`src/rtl/maze_pkg.sv`:
```
// Shared definitions for the maze player datapath: direction encodings,
// default grid geometry, datapath widths and the move sequencer state set.
package maze_pkg;

    // One-hot direction requests; bit index doubles as the direction index.
    localparam logic [3:0] DIR_XP = 4'b0001;
    localparam logic [3:0] DIR_YP = 4'b0010;
    localparam logic [3:0] DIR_YM = 4'b0100;
    localparam logic [3:0] DIR_XM = 4'b1000;

    localparam int DEF_GRID_W = 48;
    localparam int DEF_GRID_H = 48;
    localparam int ADDR_W     = 12;
    localparam int POS_W      = 10;

    typedef enum logic [2:0] {
        ST_IDLE  = 3'd0,
        ST_WAIT  = 3'd1,
        ST_CHECK = 3'd2,
        ST_DRAW  = 3'd3,
        ST_WON   = 3'd4
    } state_t;

endpackage

```
`src/rtl/tick_gen.sv`:
```
// Free-running movement-tick divider: counts 0..TICK_DIV-1 and raises tick
// for exactly the cycle the count sits at TICK_DIV-1.
module tick_gen #(
    parameter int TICK_DIV = 5000000
) (
    input  logic clk,
    input  logic rst,
    output logic tick
);

    localparam int CNT_W = (TICK_DIV > 1) ? $clog2(TICK_DIV) : 1;

    logic [CNT_W-1:0] count_reg;
    logic [CNT_W-1:0] count_next;

    assign tick = (count_reg == CNT_W'(TICK_DIV - 1));

    // Wrap to zero on the tick cycle, otherwise count up.
    always_comb begin
        count_next = tick ? '0 : count_reg + CNT_W'(1);
    end

    // Counter register, cleared immediately by reset.
    always_ff @(posedge clk or posedge rst) begin
        if (rst) begin
            count_reg <= '0;
        end else begin
            count_reg <= count_next;
        end
    end

endmodule

```
`src/rtl/move_sequencer.sv`:
```
// Game-step controller: on each movement tick it validates a one-hot move,
// looks up the target cell in the wall RAM, commits the move when the cell
// is open, hands a redraw request to the renderer and latches a win when the
// goal cell is reached.
module move_sequencer
    import maze_pkg::*;
#(
    parameter int TICK_DIV = 5000000,
    parameter int GRID_W   = DEF_GRID_W,
    parameter int GRID_H   = DEF_GRID_H,
    parameter int START_X  = 1,
    parameter int START_Y  = 2,
    parameter int GOAL_X   = 46,
    parameter int GOAL_Y   = 45,
    parameter int RAM_LAT  = 1
) (
    input  logic        clk,
    input  logic        rst,
    input  logic        en,
    input  logic [3:0]  mov,
    output logic        rd_en,
    output logic [11:0] rd_addr,
    input  logic        rd_data,
    output logic [9:0]  x_pos,
    output logic [9:0]  y_pos,
    output logic [9:0]  x_prev,
    output logic [9:0]  y_prev,
    output logic        draw_req,
    input  logic        draw_ack,
    output logic        busy,
    output logic        win
);

    // RAM_LAT is limited to 1..3, so a 2-bit wait counter is enough.
    localparam int WAIT_W = 2;

    logic tick;

    state_t state_reg;
    state_t state_next;

    logic [POS_W-1:0]  x_pos_reg,  x_pos_next;
    logic [POS_W-1:0]  y_pos_reg,  y_pos_next;
    logic [POS_W-1:0]  x_prev_reg, x_prev_next;
    logic [POS_W-1:0]  y_prev_reg, y_prev_next;
    logic [POS_W-1:0]  cand_x_reg, cand_x_next;
    logic [POS_W-1:0]  cand_y_reg, cand_y_next;
    logic [ADDR_W-1:0] rd_addr_reg, rd_addr_next;
    logic [WAIT_W-1:0] wait_cnt_reg, wait_cnt_next;
    logic              rd_en_reg, rd_en_next;
    logic              draw_req_reg, draw_req_next;
    logic              win_reg, win_next;

    // Per-direction candidate cell and legality, indexed like the mov bits.
    logic [3:0]       dir_ok;
    logic [POS_W-1:0] dir_x [4];
    logic [POS_W-1:0] dir_y [4];

    logic [POS_W-1:0]  cand_x;
    logic [POS_W-1:0]  cand_y;
    logic [ADDR_W-1:0] cand_addr;
    logic              sel_ok;
    logic              mov_onehot;
    logic              move_ok;
    logic              at_goal;

    tick_gen #(
        .TICK_DIV (TICK_DIV)
    ) u_tick_gen (
        .clk  (clk),
        .rst  (rst),
        .tick (tick)
    );

    // Decrementing directions are guarded by a zero test so the candidate
    // never wraps; incrementing directions check the grid edge in 32 bits.
    genvar gi;
    generate
        for (gi = 0; gi < 4; gi++) begin : g_dir
            if (gi == 0) begin : g_xp
                assign dir_x[gi]  = x_pos_reg + 10'd1;
                assign dir_y[gi]  = y_pos_reg;
                assign dir_ok[gi] = (32'(x_pos_reg) + 32'd2) <= 32'(GRID_W);
            end else if (gi == 1) begin : g_yp
                assign dir_x[gi]  = x_pos_reg;
                assign dir_y[gi]  = y_pos_reg + 10'd1;
                assign dir_ok[gi] = (32'(y_pos_reg) + 32'd2) <= 32'(GRID_H);
            end else if (gi == 2) begin : g_ym
                assign dir_x[gi]  = x_pos_reg;
                assign dir_y[gi]  = (y_pos_reg != '0) ? y_pos_reg - 10'd1 : y_pos_reg;
                assign dir_ok[gi] = (y_pos_reg != '0);
            end else begin : g_xm
                assign dir_x[gi]  = (x_pos_reg != '0) ? x_pos_reg - 10'd1 : x_pos_reg;
                assign dir_y[gi]  = y_pos_reg;
                assign dir_ok[gi] = (x_pos_reg != '0);
            end
        end
    endgenerate

    // Pick the candidate for the requested direction; one-hot gating below
    // guarantees only a single bit contributes when the move is accepted.
    always_comb begin
        cand_x = x_pos_reg;
        cand_y = y_pos_reg;
        sel_ok = 1'b0;
        for (int i = 0; i < 4; i++) begin
            if (mov[i]) begin
                cand_x = dir_x[i];
                cand_y = dir_y[i];
                sel_ok = dir_ok[i];
            end
        end
    end

    assign mov_onehot = (mov != 4'd0) && ((mov & (mov - 4'd1)) == 4'd0);
    assign move_ok    = tick && en && mov_onehot && sel_ok;
    assign cand_addr  = ADDR_W'(cand_y) * ADDR_W'(GRID_W) + ADDR_W'(cand_x);
    assign at_goal    = (x_pos_reg == POS_W'(GOAL_X)) && (y_pos_reg == POS_W'(GOAL_Y));

    // State register; reset drops any in-flight move immediately.
    always_ff @(posedge clk or posedge rst) begin
        if (rst) begin
            state_reg <= ST_IDLE;
        end else begin
            state_reg <= state_next;
        end
    end

    // Next-state logic for one move: read, wait out RAM latency, decide, draw.
    always_comb begin
        state_next = state_reg;
        case (state_reg)
            ST_IDLE: begin
                if (move_ok) begin
                    state_next = ST_WAIT;
                end
            end
            ST_WAIT: begin
                if (wait_cnt_reg == WAIT_W'(RAM_LAT - 1)) begin
                    state_next = ST_CHECK;
                end
            end
            ST_CHECK: begin
                state_next = rd_data ? ST_IDLE : ST_DRAW;
            end
            ST_DRAW: begin
                if (draw_ack) begin
                    state_next = at_goal ? ST_WON : ST_IDLE;
                end
            end
            ST_WON: begin
                state_next = ST_WON;
            end
            default: begin
                state_next = ST_IDLE;
            end
        endcase
    end

    // Output/datapath next values: every register holds unless its state acts.
    always_comb begin
        x_pos_next    = x_pos_reg;
        y_pos_next    = y_pos_reg;
        x_prev_next   = x_prev_reg;
        y_prev_next   = y_prev_reg;
        cand_x_next   = cand_x_reg;
        cand_y_next   = cand_y_reg;
        rd_addr_next  = rd_addr_reg;
        wait_cnt_next = '0;
        rd_en_next    = 1'b0;
        draw_req_next = draw_req_reg;
        win_next      = win_reg;
        case (state_reg)
            ST_IDLE: begin
                if (move_ok) begin
                    rd_en_next   = 1'b1;
                    rd_addr_next = cand_addr;
                    cand_x_next  = cand_x;
                    cand_y_next  = cand_y;
                end
            end
            ST_WAIT: begin
                wait_cnt_next = wait_cnt_reg + WAIT_W'(1);
            end
            ST_CHECK: begin
                if (!rd_data) begin
                    x_prev_next   = x_pos_reg;
                    y_prev_next   = y_pos_reg;
                    x_pos_next    = cand_x_reg;
                    y_pos_next    = cand_y_reg;
                    draw_req_next = 1'b1;
                end
            end
            ST_DRAW: begin
                if (draw_ack) begin
                    draw_req_next = 1'b0;
                    if (at_goal) begin
                        win_next = 1'b1;
                    end
                end
            end
            default: begin
            end
        endcase
    end

    // Datapath registers with asynchronous return to the start cell.
    always_ff @(posedge clk or posedge rst) begin
        if (rst) begin
            x_pos_reg    <= POS_W'(START_X);
            y_pos_reg    <= POS_W'(START_Y);
            x_prev_reg   <= POS_W'(START_X);
            y_prev_reg   <= POS_W'(START_Y);
            cand_x_reg   <= POS_W'(START_X);
            cand_y_reg   <= POS_W'(START_Y);
            rd_addr_reg  <= '0;
            wait_cnt_reg <= '0;
            rd_en_reg    <= 1'b0;
            draw_req_reg <= 1'b0;
            win_reg      <= 1'b0;
        end else begin
            x_pos_reg    <= x_pos_next;
            y_pos_reg    <= y_pos_next;
            x_prev_reg   <= x_prev_next;
            y_prev_reg   <= y_prev_next;
            cand_x_reg   <= cand_x_next;
            cand_y_reg   <= cand_y_next;
            rd_addr_reg  <= rd_addr_next;
            wait_cnt_reg <= wait_cnt_next;
            rd_en_reg    <= rd_en_next;
            draw_req_reg <= draw_req_next;
            win_reg      <= win_next;
        end
    end

    assign rd_en    = rd_en_reg;
    assign rd_addr  = rd_addr_reg;
    assign x_pos    = x_pos_reg;
    assign y_pos    = y_pos_reg;
    assign x_prev   = x_prev_reg;
    assign y_prev   = y_prev_reg;
    assign draw_req = draw_req_reg;
    assign win      = win_reg;
    assign busy     = (state_reg != ST_IDLE);

endmodule

```
`config.mk`:
```
export PLATFORM = sky130hd
export DESIGN_NAME = move_sequencer
export DESIGN_NICKNAME = d
export VERILOG_FILES = /design/src/rtl/maze_pkg.sv /design/src/rtl/tick_gen.sv /design/src/rtl/move_sequencer.sv
export SDC_FILE = /design/constraint.sdc
export NUM_CORES = 1
export LEC_CHECK = 0
export ABC_AREA = 1
export BUFFER_PORTS_ARGS = -buffer_cell sky130_fd_sc_hd__buf_2
export CORE_MARGIN = 2
export CORE_UTILIZATION = 50
export DETAILED_ROUTE_END_ITERATION = 6
export MAX_ROUTING_LAYER = met4
export PLACE_DENSITY = 0.73
export SLEW_MARGIN = 20
export SYNTH_ARGS = -nofsm -noshare
export SYNTH_HDL_FRONTEND = slang
export SYNTH_HIERARCHICAL = 1
export SYNTH_SLANG_ARGS = --single-unit
```
`constraint.sdc`:
```
create_clock -name clk -period 4.22 [get_ports clk]
set_input_delay 0.422 -clock clk [delete_from_list [all_inputs] [get_ports clk]]
set_output_delay 0.422 -clock clk [all_outputs]
set_load 0.05 [all_outputs]
```
After elaboration in Yosys (flattened, before gate mapping)
Cells that the tools add are included.
Cells by class
  div/mod/pow operators: 0
  magnitude comparators: 2
  shift operators: 0
  multipliers: 1
  bitwise operators: 2
  add/subtract/negate cells: 10
  equal/unequal tests: 11
  reduce and logical (&&, ||, !) cells: 18
  muxes and demuxes: 26
Operators by type and width (number)
  10-bit 2-to-1 mux: 9
  23-bit by 1-bit adder with 23-bit output, second input constant: 1
  23-bit == test, second input constant: 1
  23-bit 2-to-1 mux: 1
  10-bit by 2-bit adder with 11-bit output, second input constant: 2
  11-bit by 6-bit less-or-equal comparator with 1-bit output, second input constant: 2
  10-bit by 1-bit adder with 10-bit output, second input constant: 2
  10-bit by 6-bit == test with 1-bit output, second input constant: 2
  10-bit nonzero test: 2
  10-bit by 1-bit subtractor with 10-bit output, second input constant: 2
  3-bit one-hot mux with 5 select lines: 1
  12-bit by 10-bit adder with 12-bit output: 1
  3-bit 2-to-1 mux: 4
  10-bit by 2-bit multiplier with 8-bit output, second input constant: 1
  3-bit AND reduction: 3
  1-bit 2-to-1 mux: 8
  2-bit != test, second input constant: 4
  3-bit by 2-bit == test with 1-bit output, second input constant: 2
  1-bit logical AND: 5
  4-bit AND: 1
  4-bit logical NOT: 1
  2-bit 2-to-1 mux: 2
  2-bit AND reduction: 2
  4-bit nonzero test: 1
  10 further kinds: 10
Word-level totals
  bits in latches: 0
  output and inout bits: 56
  memory bits (read-only): 0
  memories: 0
  flip-flop bits (word level): 103
  RAM bits: 0
  word-level logic and storage cells: 83

Longest topological paths before layout
  depth after elaboration: 9
  depth in mapped cells: 26

Modules after synthesis
Netlist, hierarchy kept.
Modules (own cells, without submodules)
  move_sequencer: area an instance 4954.8 µm², seq. area each 1934.4 µm², cells each 613, instances 1
  tick_gen: area an instance 1517.7 µm², seq. area each 575.6 µm², cells each 209, instances 1

Least setup slack after synthesis
OpenSTA, ideal clock, no wires.
  kind: reg-to-reg
  start: register y_pos_reg[1], in the netlist y_pos[1]
  end: register rd_addr_reg[11], in the netlist rd_addr[11]
  data arrival time: 3.551 ns
  period minus slack after synthesis: 3.668 ns
  stages on the path, launching flop included: 22
  setup slack: 0.552 ns
  path through: dfstp_2 -> inv_1 -> ha_1 -> nand2_2 -> nor2_8 -> nand3_2 -> nand2_2 -> xor2_1 -> ha_1 -> ha_1 -> ha_1 -> a21oi_1 -> inv_1 -> a31oi_1 -> nor2_1 -> o21ai_0 -> nand2_1 -> a21oi_1 -> nand3b_1 -> nand2_1 -> nand3_1 -> nand2_1
Between the ends
  elaborated cells between the ends (all ways): 16
  those cells by class: add/sub (4); mul (1); order compare (1); mux (7); reduce/logical (3)
RTL lines
  start, declared: line move_sequencer.sv:43  | logic [POS_W-1:0] y_pos_reg, y_pos_next;
  start signal, assigned: line move_sequencer.sv:211  | y_pos_reg <= POS_W'(START_Y);
  start signal, assigned: line move_sequencer.sv:223  | y_pos_reg <= y_pos_next;
  10-bit nonzero test: line move_sequencer.sv:90  | assign dir_y[gi] = (y_pos_reg != '0) ? y_pos_reg - 10'd1 : y_pos_reg;
  10-bit 2-to-1 mux: line move_sequencer.sv:90
  10-bit 2-to-1 mux (2 in series): line move_sequencer.sv:107  | if (mov[i]) begin
  named net cand_y[0]: line move_sequencer.sv:60  | logic [POS_W-1:0] cand_y;
  10-bit by 2-bit multiplier with 8-bit output: line move_sequencer.sv:117  | assign cand_addr = ADDR_W'(cand_y) * ADDR_W'(GRID_W) + ADDR_W'(cand_x);
  12-bit by 10-bit adder with 12-bit output: line move_sequencer.sv:117
  end signal, assigned: line move_sequencer.sv:228  | rd_addr_reg <= rd_addr_next;
  end, declared: line move_sequencer.sv:48  | logic [ADDR_W-1:0] rd_addr_reg, rd_addr_next;
The timed path passes the listed nets, and every way through them passes these cells.
A chain may end at the register's enable or synchronous reset.

Worst setup path in the final report
Ends and elaborated chain as after synthesis.

==> flow_metrics.py <==
metrics = {
    "layout": {
        "area_delta_synth_final_pct": 11.4,
        "drive_gt1_share_pct": 22.2,
        "largest_reg_flops": 23,
        "nets": 916,
        "fin_util_pct": 57.1,
        "fill_cells": 1220,
    },
    "critical_path": {
        "crit_buf_inv": 2,
        "reg2reg_to": "rd_addr[11]",
        "path_max_fanout": 8,
        "cpMostUsedCell": "ha_1",
        "crit_type": "reg2reg",
        "crit_path_top_delay_cell": "dfstp_2",
        "worstPathArrival_ns": 4.03,
        "worst-r2r-cell-count": 21,
        "rrSetupSlack_ns": 0.43,
        "rr_startpoint": "y_pos[1]",
        "crit_family": "adder cells",
        "required_ns": 4.46,
        "critical_path.cell_chain": "inv_1, ha_1, nand2_2, nor2_8, nand3_2, nand2_2, xor2_1, ha_1, ha_1, ha_1, a21oi_1, inv_1, a31oi_2, nor2_1, o21ai_0, nand2_1, a21oi_1, nand3b_1, nand2_1, nand3_1, nand2_1",
        "cp-start-kind": "register",
        "cpPeakStageDelay_ns": 0.59,
        "worstSetupEndpointType": "register",
    },
    "place": {
        "gp_congestion": 0.912,
        "dp_hpwl_um": 11700,
        "io_buffer_count": 64,
    },
    "detailed_routing": {
        "wl_per_cell_um": 14.8,
        "finalWirelength_um": 15700,
        "vias": 5516,
        "drc_errors": 0,
        "avgViaCountPerCell": 5.22,
        "postRouteAntennaNets": 0,
        "drt_iter0_drc": 336,
        "drtPass1Iterations": 5,
    },
    "min_path": {
        "min_path_type": "in2async",
    },
    "synthesis": {
        "synth_cells": 822,
        "syn_area_um2": 6470,
        "synth_common_cells": "nand2_1 (197), dfrtp_1 (94), inv_1 (89)",
        "ys_warn_count": 6,
        "synth-async-reset-ratio_pct": 100,
        "synth_top_area_share_pct": 36.3,
        "syn_nets": 860,
        "ys_top_cells_by_area": "dfrtp_1 (36%), nand2_1 (11%), ha_1 (5.4%)",
        "synth_area_per_cell_um2": 7.87,
        "synth_cell_types": 51,
        "ys_seq_elements": 100,
        "yosysMostFrequentCell": "nand2_1",
        "ys_seq_area_share_pct": 38.8,
        "ys.flop_type": "dfrtp_1",
        "synth_edf_count": 0,
        "yosys.area.top_type": "dfrtp_1",
    },
    "floorplan": {
        "row_count": 41,
        "fp.coreArea_um2": 12600,
        "die_h_um": 118,
        "die_w_um": 118,
        "io_pins": 65,
        "floorplan.initialDensity_pct": 51.3,
        "die_area_um2": 13900,
    },
    "flow_run": {
        "cap_violations": 0,
    },
    "global_routing": {
        "grt_max_degree": 54,
        "grt_usage_pct": 24.7,
        "grt_pass1_vias": 5228,
        "grt_first_pass_wirelength_um": 26800,
        "grt_overflow": 0,
        "antenna_found_initial": 1,
    },
    "clock_network": {
        "clock_latency_ns": 0.35,
        "htree_num_levels": 3,
        "tritoncts": "yes",
        "clock-sinks": 100,
        "cts_root_buffer": "clkbuf_16",
        "numCtsBuffers": 9,
        "post-cts-setup-buffers": 0,
        "cts_max_path_buffers": 2,
        "clk_pin_slew_ns": 0.07,
    },
    "outcome": {
        "outcome": "completed",
    },
    "timing": {
        "setup_violations": 0,
        "fin_crit_sh_pct": 89.8,
        "rsz0062_at_grt": "no",
        "finalSetupTns_ns": 0,
        "finalHoldViolCount": 0,
        "max_freq_mhz": 264,
        "worstMarginPinSlew_ns": 0.924,
        "slew_violations": 0,
        "fin_skew_ns": 0.00645,
        "maxSlewHeadroom_pct": 38.3,
        "fin_crit_ns": 3.79,
    },
    "pwr": {
        "combPwrFrac_pct": 19.4,
        "clkPwrFrac_pct": 36.1,
        "seqPwrFrac_pct": 44.5,
        "internal_power_mw": 1.58,
        "power_density_nw_per_um2": 314,
        "power.switching_mw": 0.687,
        "switching_share_pct": 30.4,
        "total_leakage_power_nw": 3.57,
        "peakVddDrop_mv": 0.231,
    },
}
## worst max path at each step
stage	start	end	slack [ns]	depth (start not counted)
2_1_floorplan	y_pos[1]	rd_addr[11]	0.55	21
3_3_place_gp	x_pos[0]	rd_addr[11]	0.48	22
3_5_place_dp	x_pos[0]	rd_addr[11]	0.38	22
4_1_cts	x_pos[0]	rd_addr[11]	0.35	22
5_1_grt	x_pos[0]	rd_addr[11]	0.03	22
6_report	y_pos[1]	rd_addr[11]	0.43	21
## kinds of logic (layout without fill, tap and decap cells)
family,Yosys count,count (layout),synth area share [%]
compound gates,117,117,10.9
xor+xnor,30,30,4.41
fa+ha+maj,29,29,5.72
buf+inv,125,186,8.27
flops,100,100,38.8
other cells,0,1,0
simple gates,421,421,31.9
## repair_timing
action | in CTS | in global routing
hold endpoints to repair | 0 | 0
hold buffers | 0 | 0
gates resized for setup | 0 | 2
setup endpoints to repair | 0 | 1
## power groups by stage
stage	clock network [mW]	registers, mW	logic, mW
floorplan	0	1.09	0.276
global placement	0	1.02	0.433
detailed placement	0	1.02	0.435
CTS	0.838	1.01	0.439
global route	0.877	1.01	0.494
finish	0.816	1.01	0.439
## cell usage in the layout, fill, tap and decap left out, drive strengths merged, types with 13 or more instances in the layout
cell / count
a21oi: 22
nand4: 18
nor2: 98
nand3: 50
xor2: 26
inv: 98
nand2: 232
buf: 70
ha: 28
o21ai: 75
nor3: 13
dfrtp: 94
## metal layers
metal	vias to the layer above	GRT usage (%)	routed length [µm]
met5	-	-	0
met4	0	6.70	298
met3	20	5.04	824
met2	149	37.5	7260
met1	2592	33.8	7290
li1	2755	-	-
## worst register-to-register path: stages, from the launching register on
cell and delay, ns:
dfstp_2 0.59, inv_1 0.17, ha_1 0.24, nand2_2 0.11
nor2_8 0.05, nand3_2 0.10, nand2_2 0.08, xor2_1 0.26
ha_1 0.28, ha_1 0.25, ha_1 0.35, a21oi_1 0.16
inv_1 0.06, a31oi_2 0.19, nor2_1 0.05, o21ai_0 0.14
nand2_1 0.10, a21oi_1 0.20, nand3b_1 0.14, nand2_1 0.06
nand3_1 0.08, nand2_1 0.05
## per-stage QoR
stage	std cells	power (mW)	area, µm²	hold WS [ns]	setup WS (ns)
floorplan	822	1.36	6470	0.402	0.552
global placement	1039	1.46	6910	0.417	0.484
global route	1056	2.38	7210	0.336	0.0315
CTS	1055	2.28	7200	0.286	0.351
finish	1056	2.26	7210	0.256	0.430
detailed placement	1039	1.46	6910	0.441	0.381
## layout make-up
type                    instances  area [µm²]  share of cell area [%]
flip-flops and latches        100        2510                    34.8
inverters                     100         384                    5.33
well taps                     172         215                    2.99
repair buffers                 70         365                    5.07
clock inverters                 4        50.0                   0.694
multi-input cells             597        3440                    47.8
clock buffers                  12         236                    3.28
diodes                          1        2.50                  0.0347
No activity file was read; power rests on OpenSTA's default activity.
